<file path="config.mk">
export PLATFORM = sky130hd
export DESIGN_NAME = mpu_region_match
export DESIGN_NICKNAME = d
export VERILOG_FILES = /design/src/rtl/harvos_mpu_pkg.sv /design/src/rtl/mpu_region_match.sv
export SDC_FILE = /design/constraint.sdc
export NUM_CORES = 1
export LEC_CHECK = 0
export ABC_AREA = 1
export CAP_MARGIN = 20
export CORE_MARGIN = 1
export CORE_UTILIZATION = 30
export DETAILED_ROUTE_END_ITERATION = 7
export PLACE_DENSITY = 0.65
export SYNTH_ARGS = -nofsm -noshare
export SYNTH_HDL_FRONTEND = slang
export SYNTH_SLANG_ARGS = --single-unit
</file>
<file path="constraint.sdc">
create_clock -name vclk -period 4.3
set_clock_uncertainty 0.15 [all_clocks]
set_input_delay 0.86 -clock vclk [all_inputs]
set_output_delay 0.86 -clock vclk [all_outputs]
set_load 0.01 [all_outputs]
</file>
<file path="src/rtl/harvos_mpu_pkg.sv">
// ----------------------------------------------------------------------------
// harvos_mpu_pkg
//  Shared types and constants for the MPU region checker:
//   - access_e     : access type carried on req_type_i
//   - ATTR_*       : bit positions inside the 5-bit region attribute field
//   - cfg_sel_e    : which region field a configuration write targets
//   - region_cfg_t : one region's programmable state {base, end_addr, attr}
//   - perm_for()   : picks the permission bit that an access type needs
//  Region addresses are held at MPU_MAX_AW bits. The checker zero-extends
//  its ADDR_W-wide addresses into this width, so any ADDR_W up to
//  MPU_MAX_AW shares the same struct.
// ----------------------------------------------------------------------------
package harvos_mpu_pkg;

   localparam int MPU_MAX_AW = 64;

   typedef enum logic [1:0] {
      ACC_FETCH = 2'd0,
      ACC_READ  = 2'd1,
      ACC_WRITE = 2'd2,
      ACC_RSVD  = 2'd3
   } access_e;

   localparam int ATTR_R     = 0;
   localparam int ATTR_W     = 1;
   localparam int ATTR_X     = 2;
   localparam int ATTR_EN    = 3;
   localparam int ATTR_LOCK  = 4;
   localparam int ATTR_BITS  = 5;

   typedef enum logic [1:0] {
      CFG_BASE = 2'd0,
      CFG_END  = 2'd1,
      CFG_ATTR = 2'd2,
      CFG_RSVD = 2'd3
   } cfg_sel_e;

   typedef logic [MPU_MAX_AW-1:0] mpu_addr_t;

   typedef struct packed {
      mpu_addr_t              base;
      mpu_addr_t              end_addr;
      logic [ATTR_BITS-1:0]   attr;
   } region_cfg_t;

   // Permission bit required by an access; the reserved type is never allowed.
   function automatic logic perm_for(input access_e acc, input logic r,
                                     input logic w, input logic x);
      logic p;
      p = 1'b0;
      case (acc)
         ACC_FETCH: p = x;
         ACC_READ:  p = r;
         ACC_WRITE: p = w;
         default:   p = 1'b0;
      endcase
      return p;
   endfunction

endpackage

</file>
<file path="src/rtl/mpu_region_match.sv">
// ----------------------------------------------------------------------------
// mpu_region_match
//  Purely combinational window check for one region.
//  Ports:
//   addr_i  in   MPU_MAX_AW  zero-extended access address
//   cfg_i   in   region_cfg_t region base/end/attr
//   hit_o   out  1           region enabled and base <= addr <= end
//   r_o     out  1           region read permission
//   w_o     out  1           region write permission
//   x_o     out  1           region execute permission
//  A region whose base is above its end can never satisfy both compares,
//  so it never hits without any extra logic.
// ----------------------------------------------------------------------------
module mpu_region_match
   import harvos_mpu_pkg::*;
(
   input  mpu_addr_t    addr_i,
   input  region_cfg_t  cfg_i,
   output logic         hit_o,
   output logic         r_o,
   output logic         w_o,
   output logic         x_o
);

   // The lock bit only gates configuration writes in the parent.
   logic unused_lock;
   assign unused_lock = cfg_i.attr[ATTR_LOCK];

   assign hit_o = cfg_i.attr[ATTR_EN]
                & (addr_i >= cfg_i.base)
                & (addr_i <= cfg_i.end_addr);
   assign r_o   = cfg_i.attr[ATTR_R];
   assign w_o   = cfg_i.attr[ATTR_W];
   assign x_o   = cfg_i.attr[ATTR_X];

endmodule

</file>
==> impl_metrics.json <==
{
  "syn-num-nets": 908,
  "worstPathRequired_ps": 3290,
  "critPathMaxStageDelay_ps": 460,
  "status": "finished clean",
  "hold_class": "input port to output port",
  "sw_frac_of_total_pct": 41.9,
  "drc": 0,
  "rows": 39,
  "layout.nets": 1101,
  "dr.pass1.iters": 4,
  "cp_cell_sequence": "clkdlybuf4s50_1 -> inv_1 -> ha_1 -> nand2_1 -> nor2_2 -> nand4_1 -> nor2_2 -> nand2_1 -> o21bai_1 -> a21oi_1 -> nor2_1 -> dlymetal6s2s_1",
  "coreArea_sq_um": 11500,
  "setup_tns_ps": 0,
  "postLayoutCoreUtil_pct": 49.3,
  "maxSlewHeadroom_pct": 85.1,
  "multi_input_area_sq_um": 2890,
  "syn_to_final_growth_pct": 59.6,
  "dieHeight_um": 111,
  "first_iter_violations": 103,
  "tightest_slew_ps": 222,
  "clockPowerShare_pct": 0,
  "synth.avg_cell_area_sq_um": 6.08,
  "antenna_found_initial": 0,
  "fill_cells": 1175,
  "num-clock-buffers": 0,
  "grt_max_degree": 4,
  "place_congestion": 0.863,
  "min_period_ps": 3770,
  "nFlopsAndLatches": 0,
  "slew_violations": 0,
  "start_kind": "input port",
  "vias": 3940,
  "leakage_nw": 3.29,
  "antenna_left": 0,
  "grt_overflow": 0,
  "p_total_uw": 473,
  "arrival_ps": 2760,
  "end_kind": "output port",
  "synth_warnings": 0,
  "comb_power_share_pct": 100.0,
  "routed_wirelength_um": 9830,
  "hold_ws_ps": 1570,
  "crit_slowest_cell": "clkdlybuf4s50_1",
  "fmax_mhz": 265,
  "p_per_area_nw_per_um2": 83.7,
  "critPathBufInv": 3,
  "crit_family": "buffers and inverters",
  "final-seq-area_sq_um": 0,
  "switching_power_uw": 198,
  "yosysSeqAreaShare_pct": 0,
  "dieArea_sq_um": 12200,
  "grt_pass1_vias": 4063,
  "num_antenna_cells": 0,
  "finalHoldViolations": 0,
  "drv_cap": 0,
  "placed_area_sq_um": 5640,
  "drive_above_1_share_pct": 2.97,
  "dp_hpwl_um": 9340,
  "final_area_sq_um": 5650,
  "grt_pass1_wl_um": 17100,
  "synthDistinctLibCells": 21,
  "grtUsageTotal_pct": 16.1,
  "wl_per_cell_um": 10.7,
  "pwr-share-seq_pct": 0,
  "initial_core_util_pct": 30.9,
  "die_w_um": 111,
  "num_io_pins": 201,
  "intPower_uw": 275,
  "period_share_pct": 87.8,
  "synth_area_sq_um": 3540,
  "setup_viol": 0,
  "crit_type": "input port to output port",
  "viasPerCell": 4.30,
  "portBuffers": 194,
  "rsz0062_at_grt": "false",
  "crit_fanout": 2,
  "synthCells": 583,
  "ir_drop_mv": 0.0442,
  "holdBufCountCts": 0
}
## layout make-up
cell class,count,area share [%]
Timing Repair Buffer,194,34.4
Multi-Input combinational cell,410,51.1
Tap cell,143,3.17
Inverter,170,11.3
## cell families after synthesis
family          count (synthesis)  synth area share, %
simple gates                  207                 24.7
buf+inv                       173                 18.7
compound gates                 75                 11.4
fa+ha+maj                     128                 45.2
## Yosys cell counts (all sizes together)
cell | number | share of area [%]
inv | 170 | 18
nand2 | 150 | 16
ha | 128 | 45
a21oi | 52 | 7.3
nor2 | 39 | 5.1
o21ai | 11 | 1.6
nand4 | 10 | 2.1
a21o | 8 | 1.7
buf | 3 | 0.64
nand3 | 3 | 0.42
nor3 | 3 | 0.57
o21a | 3 | 0.64
nor4 | 2 | 0.35
o21bai | 1 | 0.21
## worst paths after layout
check	depth (start not counted)	slack (ps)	endpoint	from
setup / recovery	12	530	hit_o	cfg_i[60]
hold / removal	0	1570	r_o	cfg_i[0]
## power by group through the flow
stage	sequential (mW)	combinational [mW]	clock, mW
6_report	0	0.473	0
5_1_grt	0	0.546	0
4_1_cts	0	0.481	0
3_5_place_dp	0	0.478	0
3_3_place_gp	0	0.464	0
2_1_floorplan	0	0.232	0
## repair_timing
item / 4_1_cts / 5_1_grt
resized for setup: 0 / 3
setup endpoints to repair: 0 / 1
buffers inserted: 0 / 0
## metal layers
metal  vias to the layer above  GRT usage (%)  share of wire, %
li1                       2201              -                 -
met1                      1616           18.8                43
met2                       115           31.7                50
met3                         8           2.35               5.6
met4                         0           1.60              0.90
met5                         -              0                 0
## cells in the final DEF, fill, tap and decap left out
cell and n:
a21oi_1 52, nor3_2 1, nor4_1 1, inv_1 165, o21ai_0 10, clkdlybuf4s50_1 193
nand2_1 146, nand4_1 8, nor3_1 2, dlymetal6s2s_1 1, nor2_1 29, nand2_2 4
ha_1 128, o21a_1 3, nor4_2 1, nor2_4 2, a21o_1 8, nand4_2 2
inv_2 5, o21ai_1 1, o21bai_1 1, nor2_2 8, nand3_1 3
## through the flow
step                worst slack (ps)  cells
finish                           525    917
global route                     318    917
CTS                             91.4    917
detailed placement               106    917
global placement                 112    917
floorplan                       1300    583
(Power assumes the default switching activity.)
==> patch (same flow settings) <==
Change the package constant `MPU_MAX_AW` from 64 to 32.
--- a/src/rtl/harvos_mpu_pkg.sv
+++ b/src/rtl/harvos_mpu_pkg.sv
@@ -14,3 +14,3 @@
 
-   localparam int MPU_MAX_AW = 64;
+   localparam int MPU_MAX_AW = 32;
 
Ports: changed (resized addr_i and cfg_i); port bits go from 201 to 105. No check against the original RTL was run, so the function may have changed too.
==> patch against the original RTL <==
Sequential share of layout area stayed put. Final area is 51% lower. Setup slack worse by 250 ps. Global-route usage is 2.4 points lower. Power is 51% lower. Core utilization is 1.1 points higher. Area after synthesis is 51% lower. Routed wire length is 59% lower. Largest cell class unchanged. Highest routed layer is now met3.
==> patch: results (changes against the original RTL) <==
DR iter-0 viols = 11 (-89%)
first-pass GRT wire length = 7162 µm (-58%)
status = finished, final reports clean
Hold Path Depth = 0 (unchanged)
pin count of the biggest net entering global routing = 4 (unchanged)
synth cell count leaders = inv_1, nand2_1, ha_1
Mapped Nets = 449 (-51%)
Pleak = 1.577 nW (-52%)
vias in the first global route = 1794 (-56%)
crit path DAT = 3020 ps (+260 ps)
hold endpoint = r_o
Crit path largest cell delay = 550 ps (+90 ps)
vias = 1910 (-52%)
drt total wl = 4028 µm (-59%)
crit path capture = hit_o
n_diodes = 0 (unchanged)
measured slew at the worst slew-check pin = 206.1 ps (-15.57 ps)
postcts setup bufs = 0 (unchanged)
port buffer count = 98 (-49%)
post-synthesis sequential area ratio = 0 (unchanged)
Peak VDD IR = 30.49 µV (-31%)
overall global routing resource usage = 0.1378 (-0.02362)
Nets = 546 (-50%)
crit-path leading delay family = buffers and inverters
RD Place Congestion = 0.7484 (-13%)
Synth area leaders = ha_1, inv_1, nand2_1, a21oi_1, nor2_1
Synth warnings = 0 (unchanged)
Post-CTS Resized = 0 (unchanged)
CP startpoint = cfg_i[44]
share of cells above drive strength 1 = 0.01319 (-0.01652)
worst setup margin = 273.2 ps (-252.2 ps)
worst slack, placed = 255.7 ps (+149.9 ps)
HPWL after detailed placement = 3865 µm (-59%)
Yosys cell types = 17 (-19%)
# clk buffers = 0 (unchanged)
sequential cell count = 0 (unchanged)
Crit Path Max Fanout = 2 (unchanged)
==> patch: kinds of logic (layout without fill, tap and decap cells) <==
family / Yosys count / count (layout) / share of synthesized area
AND/OR/NAND/NOR: 99 / 99 / 0.2391
AO/OA/AOI/OAI: 40 / 40 / 0.1206
buffers and inverters: 81 / 176 / 0.1809
adder cells (fa/ha/maj): 64 / 64 / 0.4594
==> patch: layer usage <==
| metal | global-route usage | share of wire | up-vias |
|---|---|---|---|
| li1 | - | - | 1082 |
| met1 | 0.1884 | 0.49 | 785 |
| met2 | 0.2518 | 0.47 | 43 |
| met3 | 0.004651 | 0.042 | 0 |
| met4 | 0.001852 | 0 | 0 |
| met5 | 0 | 0 | - |
==> patch: per-stage QoR <==
stage | hold slack (ps) | utilization | total power [mW] | cells | cell area, µm²
5_1_grt | 1570 | 0.5038 | 0.2712 | 451 | 2791
4_1_cts | 1570 | 0.5038 | 0.2378 | 451 | 2791
3_3_place_gp | 1570 | 0.5038 | 0.2312 | 451 | 2791
3_5_place_dp | 1570 | 0.5038 | 0.2358 | 451 | 2791
2_1_floorplan | 1662 | - | 0.1177 | 284 | 1743
6_report | 1570 | 0.5038 | 0.2334 | 451 | 2791
==> patch: power by group <==
part | total [mW] | internal, mW | switching (mW)
clock network | 0 | 0 | 0
logic | 0.233 | 0.138 | 0.0953
registers | 0 | 0 | 0
total | 0.233 | 0.138 | 0.0953
==> patch: final cells by class <==
cell class | instances | area [µm²]
Fill cell | 586 | 2749
Multi-Input combinational cell | 203 | 1428
Timing Repair Buffer | 98 | 980.9
Inverter | 78 | 292.8
Tap cell | 72 | 90.09
